[config.mk]
export PLATFORM = sky130hd
export DESIGN_NAME = mem_access_unit
export DESIGN_NICKNAME = d
export VERILOG_FILES = /design/src/rtl/mem_access_unit.sv
export SDC_FILE = /design/constraint.sdc
export NUM_CORES = 1
export LEC_CHECK = 0
export CELL_PAD_IN_SITES_DETAIL_PLACEMENT = 0
export CELL_PAD_IN_SITES_GLOBAL_PLACEMENT = 2
export CORE_UTILIZATION = 28
export CTS_BUF_LIST = sky130_fd_sc_hd__clkbuf_2
export DETAILED_ROUTE_END_ITERATION = 10
export PLACE_DENSITY_LB_ADDON = 0.1
export SLEW_MARGIN = 10
export SYNTH_ARGS = -nofsm -noshare
export SYNTH_HDL_FRONTEND = slang
export SYNTH_SLANG_ARGS = --single-unit
[constraint.sdc]
create_clock -name clk -period 4.6 [get_ports clk]
set_input_delay 0.46 -clock clk [delete_from_list [all_inputs] [get_ports clk]]
set_output_delay 0.46 -clock clk [all_outputs]
set_load 0.05 [all_outputs]
[src/rtl/mem_access_unit.sv]
// Load/store unit between the MEM stage and a single-port data RAM: lane select, store
// replication, load extension, bus timeout. Optional macro MISALIGN_CHECK_EN traps misaligned accesses.
module mem_access_unit #(
  parameter int unsigned ADDR_W      = 32,
  parameter int unsigned TIMEOUT_CYC = 15
) (
  input  logic              clk,
  input  logic              rst,
  input  logic              req_i,
  input  logic [3:0]        op_i,
  input  logic [ADDR_W-1:0] addr_i,
  input  logic [31:0]       wdata_i,
  output logic              bus_req_o,
  output logic              bus_we_o,
  output logic [ADDR_W-1:0] bus_addr_o,
  output logic [3:0]        bus_sel_o,
  output logic [31:0]       bus_wdata_o,
  input  logic              bus_ack_i,
  input  logic [31:0]       bus_rdata_i,
  output logic [31:0]       rdata_o,
  output logic              done_o,
  output logic              err_o,
  output logic              stallreq_o
);

  typedef enum logic [1:0] {StIdle, StBus, StResp} state_t;

  localparam logic [7:0] LP_TO_LAST = 8'(TIMEOUT_CYC - 1);

  state_t            r_state, w_state_nxt;
  logic [7:0]        r_cnt, w_cnt_nxt;
  logic [3:0]        r_op;
  logic [ADDR_W-1:0] r_addr;
  logic [31:0]       r_wdata;
  logic              r_err, w_err_nxt;
  logic [31:0]       r_rdata, w_rdata_nxt;
  logic              w_latch;
  logic              w_in_bus;
  logic [3:0]        w_sel;
  logic [31:0]       w_bwdata;
  logic [7:0]        w_byte;
  logic [15:0]       w_half;
  logic [31:0]       w_load;
`ifdef MISALIGN_CHECK_EN
  logic              w_misalign;

  // Byte accesses can never be misaligned; size 1x is a word.
  assign w_misalign = ((op_i[1:0] == 2'b01) && addr_i[0]) ||
                      (op_i[1] && (addr_i[1:0] != 2'b00));
`endif

  // Lane select and store replication from the latched request.
  always_comb begin
    w_sel    = 4'b1111;
    w_bwdata = r_wdata;
    unique case (r_op[1:0])
      2'b00: begin
        w_sel    = 4'b0001 << r_addr[1:0];
        w_bwdata = {4{r_wdata[7:0]}};
      end
      2'b01: begin
        w_sel    = r_addr[1] ? 4'b1100 : 4'b0011;
        w_bwdata = {2{r_wdata[15:0]}};
      end
      default: begin
        w_sel    = 4'b1111;
        w_bwdata = r_wdata;
      end
    endcase
  end

  always_comb begin
    w_byte = bus_rdata_i[7:0];
    unique case (r_addr[1:0])
      2'b00:   w_byte = bus_rdata_i[7:0];
      2'b01:   w_byte = bus_rdata_i[15:8];
      2'b10:   w_byte = bus_rdata_i[23:16];
      default: w_byte = bus_rdata_i[31:24];
    endcase
    w_half = r_addr[1] ? bus_rdata_i[31:16] : bus_rdata_i[15:0];
    w_load = bus_rdata_i;
    unique case (r_op[1:0])
      2'b00:   w_load = r_op[2] ? {24'd0, w_byte} : {{24{w_byte[7]}}, w_byte};
      2'b01:   w_load = r_op[2] ? {16'd0, w_half} : {{16{w_half[15]}}, w_half};
      default: w_load = bus_rdata_i;
    endcase
  end

  always_comb begin
    w_state_nxt = r_state;
    w_cnt_nxt   = r_cnt;
    w_err_nxt   = r_err;
    w_rdata_nxt = r_rdata;
    w_latch     = 1'b0;
    unique case (r_state)
      StIdle: begin
        if (req_i) begin
          w_latch     = 1'b1;
          w_err_nxt   = 1'b0;
          w_cnt_nxt   = 8'd0;
          w_state_nxt = StBus;
`ifdef MISALIGN_CHECK_EN
          if (w_misalign) begin
            w_state_nxt = StResp;
            w_err_nxt   = 1'b1;
            if (!op_i[3]) w_rdata_nxt = 32'd0;
          end
`endif
        end
      end
      StBus: begin
        if (bus_ack_i) begin
          w_state_nxt = StResp;
          if (!r_op[3]) w_rdata_nxt = w_load;
        end else if (r_cnt == LP_TO_LAST) begin
          w_state_nxt = StResp;
          w_err_nxt   = 1'b1;
          w_rdata_nxt = 32'd0;
        end else begin
          w_cnt_nxt = r_cnt + 8'd1;
        end
      end
      StResp:  w_state_nxt = StIdle;
      default: w_state_nxt = StIdle;
    endcase
  end

  always_ff @(posedge clk or negedge rst) begin
    if (!rst) begin
      r_state <= StIdle;
      r_cnt   <= 8'd0;
      r_err   <= 1'b0;
      r_rdata <= 32'd0;
      r_op    <= 4'd0;
      r_addr  <= '0;
      r_wdata <= 32'd0;
    end else begin
      r_state <= w_state_nxt;
      r_cnt   <= w_cnt_nxt;
      r_err   <= w_err_nxt;
      r_rdata <= w_rdata_nxt;
      if (w_latch) begin
        r_op    <= op_i;
        r_addr  <= addr_i;
        r_wdata <= wdata_i;
      end
    end
  end

  // Bus outputs are gated by state so reset clears them without waiting for a clock.
  assign w_in_bus    = (r_state == StBus);
  assign bus_req_o   = w_in_bus;
  assign bus_we_o    = w_in_bus & r_op[3];
  assign bus_addr_o  = w_in_bus ? {r_addr[ADDR_W-1:2], 2'b00} : '0;
  assign bus_sel_o   = w_in_bus ? w_sel : 4'd0;
  assign bus_wdata_o = w_in_bus ? w_bwdata : 32'd0;
  assign rdata_o     = r_rdata;
  assign done_o      = (r_state == StResp);
  assign err_o       = done_o & r_err;
  assign stallreq_o  = ((r_state == StIdle) & req_i) | w_in_bus;

endmodule

# ---- Yosys cells after proc, flatten, opt, wreduce, memory -nomap -nowiden
# Cells that the tools add are included.
dict set report totals {
  inputBits 104
  out_inout_bits 105
  register_bits 111
  elab_cells 62
}
dict set report classes {
  add_sub_neg 1
  n_reduce_logical 9
  n_mux 28
  bitwise 4
  eq_ne 12
  shifts 1
}
# op count
set ops {}
lappend ops {{$mux 32} 7}
lappend ops {{$pmux 32 s2} 2}
lappend ops {{$mux 8} 3}
lappend ops {{$pmux 8 s3} 1}
lappend ops {{$mux 16} 1}
lappend ops {{$pmux 8 s2} 1}
lappend ops {{$add 8x1->8 const B} 1}
lappend ops {{$eq 8x4->1 const B} 1}
lappend ops {{$mux 4} 2}
lappend ops {{$ne 2x2->1 const B} 4}
lappend ops {{$pmux 4 s2} 1}
lappend ops {{$reduce_and 4->1} 2}
lappend ops {{$eq 2x1->1 const B} 3}
lappend ops {{$logic_not 2->1} 3}
lappend ops {{$mux 2} 3}
lappend ops {{$mux 1} 5}
lappend ops {{$eq 2x2->1 const B} 2}
lappend ops {{$pmux 2 s2} 1}
lappend ops {{$reduce_bool 2->1} 2}
lappend ops {{$shl 1x2->4 const A} 1}
lappend ops {{$and 1x1->1} 3}
lappend ops {{$ne 3x2->1 const B} 1}
lappend ops {{$reduce_and 3->1} 1}
lappend ops {{$ne 2x1->1 const B} 1}
lappend ops {{3 further kinds} 3}

# ---- Longest topological paths before layout
# Gate-level depths: netlist of the first run.
dict set report logic_depth {
  depth_word 6
  ltp_mapped 7
  depth_no_buf 6
}

# ---- Worst setup path after synthesis of the first run
# Ideal clock, no wire load.
dict set report synth_timing {
  path_type {register -> output}
  from {register r_op[0]}
  to {output bus_sel_o[3]}
  t_required_ns 4.140
  path_slack_ns 2.213
  n_path_buf 2
  path_stages_with_launch 6
  arrival_ns 1.927
  cell_sequence {dfrtp_1 > buf_2 > or2_2 > clkbuf_1 > o21ai_0 > a21oi_1}
}
dict set report synth_via {
  elab_chain_cells 3
  word_cells_on_any_way 4
  cone_classes {1 x eq/ne; 2 x mux; 1 x reduce/logical}
}
# item line
set synth_rtl {}
lappend synth_rtl {{start, declared} 32} ;# logic [3:0] r_op;
lappend synth_rtl {{start signal, assigned} 143} ;# r_op <= op_i;
lappend synth_rtl {{$eq 2x1->1 or $logic_not 2->1 (tied branches)} 56} ;# unique case (r_op[1:0])
lappend synth_rtl {{$pmux 4 s2 *} 56}
lappend synth_rtl {{$mux 4 *} 155} ;# assign bus_sel_o = w_in_bus ? w_sel : 4'd0;
lappend synth_rtl {{end, declared} 16} ;# output logic [3:0] bus_sel_o,
# Every way passes the cells marked *; elsewhere a longest branch is shown, timed or not.

# ---- Final worst setup path of the first run
dict set report layout_timing {
  from {register r_op[0]}
  to {output bus_sel_o[2]}
}
# The elaborated chain is that of the path after synthesis.

==> results.ini, run 1 <==
[floorplan]
io_pins = 209
die_x_um = 142.5
core_sq_mm = 0.01940
fp.dieArea_sq_mm = 0.02031
die_height_um = 142.5
start_util_pct = 28.50
core.rowCount = 51

[synthesis]
synthMuxAreaShare_pct = 5.250
synth.distinct_cells = 45
synth_top_family_by_area = simple AND/OR/NAND/NOR gates
yosys.area.top_type_share_pct = 50.24
syn_inst = 624
async_flop_share_pct = 100.0
synthAdderAreaFrac_pct = 0.4526
synth_flop_cell = dfrtp_1
synth_compound_area_share_pct = 13.74
synth_area_leader_cell = dfrtp_1
yosysSeqAreaShare_pct = 50.24
yosys_warnings = 0
yosys.area_share.simple_pct = 25.57
synth-xor-area-share_pct = 0.3168
synth.avg_cell_area_sq_um = 8.861
synthesis.area_sq_mm = 0.005529
ys_seq_elements = 111
synth_area_leaders = dfrtp_1 (50%), nand2_1 (15%), and2_1 (4.9%)
synth_edf_count = 0

[timing]
finClkSkew_ps = 34.80
setup_viol = 0
maxSlewViolCount = 0
fmax_ghz = 0.2538
tightest_slew_ps = 1104
setup_tns_ps = 0
hold_ws_ps = 316.4
layout_min_cycle_time_ps = 3941
grt_setup_unrepaired = false
period_share_pct = 85.67
fin_ws_ps = 659.1
hold_violations = 0
slew_headroom_pct = 26.16

[critical_path]
path_max_fanout = 23
crit_chain = nor2_2, and2_1, nand2b_1, a21oi_1, clkdlybuf4s50_1
slowest_stage = dfrtp_1
crit_path_end = bus_sel_o[2]
rr_worst_depth = 6
crit_start = r_op[0]
path_class = flop to output pin
cp-end-kind = output pin
r2r-start = r_state[1]
worstPathArrival_ps = 3480
cp-start-kind = flop
max_stage_delay_ps = 1030
required_ps = 4140
r2r_slack_ps = 1550
crit-reg2reg-capture = rdata_o[17]

[placement]
gp_congestion = 0.8343
place_inst = 1060
dp_hpwl_um = 12540
port_buffers = 206
dpl_cell_area_sq_mm = 0.007777
pre_cts_ws_ps = 1377

[detailed_routing]
first_pass_iters = 4
wire_per_inst_um = 16.35
drc = 0
vias_per_cell = 4.622
routed-via-count = 4987
wirelength_um = 17640
drtAntennaViolNets = 0
drt_iter0_drc = 290

[global_route]
grt_start_max_net_pins = 73
track_usage_pct = 17.63
antenna_found_initial = 1
grt_first_pass_wirelength_um = 27340
overflow = 0
first_global_vias = 4871

[final_layout]
postLayoutCoreUtil_pct = 40.89
final_cells = 1079
drive_gt1_share_pct = 6.897
multi_input_area_sq_mm = 0.002517
nets = 913
syn2layout_area_growth_pct = 43.47
regArea_sq_mm = 0.002779
n_fill_cell = 1998
design_area_sq_mm = 0.007933

[cts]
cts_resized = 0
cts.sinks = 111
cts_root_buf = clkbuf_2
clk_pin_slew_ps = 340
clk_latency_ps = 640
cts_tree = yes
ctsHoldBuffers = 1
cts_setup_buffers = 0
clock_path_buffers = 2
cts_max_level = 3
cts_buffers = 9

[power]
power_density_mw_per_mm2 = 665.5
clkPwrFrac_pct = 9.9
p_int_mw = 2.627
total_power_mw = 5.279
swShare_pct = 50.24
ir_drop_mv = 0.2196
p_switching_mw = 2.653
comb_power_share_pct = 56.9
leakage_nw = 3.565
seq_power_share_pct = 33.2

[outcome]
outcome = completed

[run]
max_cap_violations = 0

[worst_hold_path]
hold_path.class = input pin to async pin

registers in the layout (all words and copies together), names as in the netlist:
register	cells
r_cnt	8
r_state	2
r_op	4
r_wdata	32
r_err	1
r_addr	32
rdata_o	32
layer usage:
layer / vias to the layer above / GRT usage, % / share of wire, %
met5: - / 0 / 0
met4: 0 / 4.358 / 1.3
met3: 16 / 5.417 / 7.4
met2: 171 / 27.24 / 46
met1: 2359 / 23.89 / 45
li1: 2441 / - / -
cell usage after synthesis (all sizes together), types with 5 or more instances:
cell type	count
nor2	34
a21oi	37
a222oi	7
mux2	10
clkbuf	28
buf	14
nand2	224
nand3	5
inv	12
a22o	10
mux2i	17
o2bb2ai	7
and2	43
a221o	16
o21ai	17
dfrtp	111
worst min-delay path by stage:
stage | endpoint | slack [ps] | depth (start not counted) | from
floorplan | r_addr[0] | 160 | 0 | rst
global placement | r_addr[29] | 450 | 2 | r_addr[29]
detailed placement | r_addr[7] | 450 | 2 | r_addr[7]
CTS | r_addr[6] | 230 | 3 | addr_i[6]
global route | r_addr[9] | 200 | 3 | addr_i[9]
finish | rdata_o[24] | 320 | 2 | rst
cell usage in the layout, fill, tap and decap left out, drive strengths merged, types with 5 or more instances in the layout:
| cell | count |
|---|---|
| o21ai | 17 |
| and2 | 43 |
| dfrtp | 111 |
| mux2 | 10 |
| a222oi | 7 |
| clkbuf | 9 |
| clkdlybuf4s50 | 205 |
| buf | 7 |
| a221o | 16 |
| nor2 | 34 |
| mux2i | 17 |
| nand2 | 224 |
| nand3 | 5 |
| inv | 13 |
| o2bb2ai | 7 |
| a21oi | 37 |
| a22o | 10 |
power by group through the flow:
stage          Combinational, mW  Sequential (mW)  Clock (mW)
2_1_floorplan               1.71             2.03           0
3_3_place_gp                3.00             1.76           0
4_1_cts                     3.03             1.75       0.547
6_report                    3.00             1.75       0.523
5_1_grt                     3.21             1.81       0.585
3_5_place_dp                3.02             1.77           0
logic make-up after synthesis:
logic type	after synthesis
other	1
AND/OR/NAND/NOR	325
AO/OA/AOI/OAI	102
multiplexers	27
XOR/XNOR	2
flip-flops	111
buffers and inverters	54
adder cells (fa/ha/maj)	2
worst max-delay path: cells and delay by family, from the launching register on:
kind,cells,cell delay [ps]
flops,1,1030
simple gates,3,780
buf+inv,1,840
compound gates,1,220
cell type report:
type	instances	area share, %
flip-flops and latches	111	35.03
multi-input cells	460	31.73
repair buffers	213	26.66
well taps	265	4.180
clock inverters	7	1.199
clock buffers	9	0.5678
inverters	12	0.5678
diodes	2	0.06309
No activity file was read; power rests on OpenSTA's default activity.
==> run 2, diff against run 1 <==
- MAX_ROUTING_LAYER: not set -> met4
- PLACE_DENSITY_LB_ADDON: 0.1 -> 0.08
==> results.ini, run 2 (same netlist as run 1, synthesis figures left out) <==
[global_route]
grt_first_pass_wirelength_um = 27680  ; was 27340 um
track_usage_pct = 18.43  ; was 17.63%
first_global_vias = 4833  ; was 4871
overflow = 0  ; unchanged
grt_start_max_net_pins = 73  ; unchanged
antenna_found_initial = 1  ; unchanged

[final_layout]
regArea_sq_mm = 0.002779  ; unchanged
drive_gt1_share_pct = 6.765  ; was 6.897%
design_area_sq_mm = 0.007911  ; was 0.007933 sq mm
n_fill_cell = 1987  ; was 1998
final_cell_mix = nand2_1 (223), clkdlybuf4s50_1 (205), dfrtp_1 (110), and2_1 (42), a21oi_1 (37)  ; unchanged
multi_input_area_sq_mm = 0.002517  ; unchanged
final_common_cell = nand2_1  ; unchanged
nets = 914  ; was 913
syn2layout_area_growth_pct = 43.09  ; was 43.47%

[placement]
gp_congestion = 0.8641  ; was 0.8343
pre_cts_ws_ps = 1294  ; was 1377 ps
port_buffers = 206  ; unchanged
dpl_cell_area_sq_mm = 0.007785  ; was 0.007777 sq mm
dp_hpwl_um = 12680  ; was 12540 um

[outcome]
outcome = completed  ; unchanged

[cts]
cts_tree = yes  ; unchanged
cts.sinks = 111  ; unchanged
cts_max_level = 3  ; unchanged
clk_latency_ps = 630  ; was 640 ps
cts_root_buf = clkbuf_2  ; unchanged
cts_buffers = 9  ; unchanged
clock_path_buffers = 2  ; unchanged
clk_pin_slew_ps = 310  ; was 340 ps
cts_setup_buffers = 0  ; unchanged

[floorplan]
start_util_pct = 28.50  ; unchanged
core_sq_mm = 0.01940  ; unchanged
io_pins = 209  ; unchanged
core.rowCount = 51  ; unchanged
die_height_um = 142.5  ; unchanged
fp.dieArea_sq_mm = 0.02031  ; unchanged
die_x_um = 142.5  ; unchanged

[critical_path]
path_max_fanout = 45  ; was 23
crit_start = r_op[1]  ; was r_op[0]
path_class = flop to output pin  ; unchanged
required_ps = 4140  ; about the same
cp-end-kind = output pin  ; unchanged
max_stage_delay_ps = 1030  ; about the same
rr_worst_depth = 5  ; was 6
worstPathArrival_ps = 3480  ; about the same
slowest_stage = dfrtp_2  ; was dfrtp_1
r2r-start = r_state[1]  ; unchanged
crit_family = flip-flops  ; unchanged
crit_chain = nor2_2, and2_1, nand2b_1, a21oi_1, clkdlybuf4s50_1  ; unchanged
cp-start-kind = flop  ; unchanged
worst-path-stages = 5  ; unchanged
crit_buf_inv = 1  ; unchanged

[timing]
setup_viol = 0  ; unchanged
hold_violations = 0  ; unchanged
period_share_pct = 85.65  ; was 85.67%
maxSlewViolCount = 0  ; unchanged
grt_setup_unrepaired = false  ; unchanged
tightest_slew_ps = 1068  ; was 1104 ps
slew_headroom_pct = 28.56  ; was 26.16%
setup_tns_ps = 0  ; unchanged
layout_min_cycle_time_ps = 3940  ; was 3941 ps
fmax_ghz = 0.2538  ; about the same
finClkSkew_ps = 37.61  ; was 34.80 ps
fin_ws_ps = 659.9  ; was 659.1 ps

[detailed_routing]
wirelength_um = 17970  ; was 17640 um
routed-via-count = 4908  ; was 4987
drtAntennaViolNets = 0  ; unchanged
drc = 0  ; unchanged
first_pass_iters = 6  ; was 4
drt_iter0_drc = 407  ; was 290
wire_per_inst_um = 16.64  ; was 16.35 um
vias_per_cell = 4.544  ; was 4.622

[power]
leakage_nw = 3.551  ; was 3.565 nW
power_density_mw_per_mm2 = 659.3  ; was 665.5 mW/mm^2
ir_drop_mv = 0.1998  ; was 0.2196 mV

[worst_hold_path]
hold_path.class = input pin to async pin  ; unchanged

[run]
max_cap_violations = 0  ; unchanged

[run 2: changes by cell type in the layout (fill, tap and decap cells not counted)]
cell        change
inv_6           -1
clkinv_2        -2
clkbuf_2        +1
clkinvlp_4      +1
clkinv_1        +2
bufinv_16       -1
buf_4           +1
[run 2: area by class of cell]
| cell class | count | area share, % |
|---|---|---|
| Antenna cell | 2 | 0.06326 |
| Clock buffer | 10 | 0.6326 |
| Clock inverter | 6 | 0.7749 |
| Inverter | 12 | 0.5693 |
| Multi-Input combinational cell | 460 | 31.82 |
| Sequential cell | 111 | 35.13 |
| Tap cell | 265 | 4.191 |
| Timing Repair Buffer | 214 | 26.82 |
[run 2: repair_timing]
item	4_1_cts	5_1_grt
hold buffers	1	0
gates resized for setup	0	0
endpoints found under the hold margin	38	0
[run 2: report_power, final]
group / switching (mW) / total [mW] / leakage, nW / internal, mW
Clock: 0.334 / 0.459 / 0.0632 / 0.125
Sequential: 0.367 / 1.73 / 1.39 / 1.36
Combinational: 1.94 / 3.03 / 2.09 / 1.09
[run 2: per-layer routing]
metal	track usage [%]	wire, um
met4	4.471	277
met3	4.744	1150
met5	-	0
met2	27.97	8187
met1	24.45	8355
[run 2: worst paths after layout]
kind	to	slack, ps
setup / recovery	bus_sel_o[2]	660
min in group clk	r_wdata[11]	300
hold / removal	r_state[0]	290
max in group asynchronous	rdata_o[15]	3320
hold reg to reg	r_addr[25]	500
setup reg to reg	rdata_o[29]	1300
[run 2: metrics by stage]
stage	std cells	util, %	total power, mW	hold slack, ps
6_report	1080	40.78	5.216	294.2
5_1_grt	1079	40.77	5.552	198.5
4_1_cts	1078	40.76	5.289	215.1
3_5_place_dp	1061	40.13	4.803	454.3
3_3_place_gp	1061	40.13	4.788	450.3
2_1_floorplan	625	-	3.737	164.4
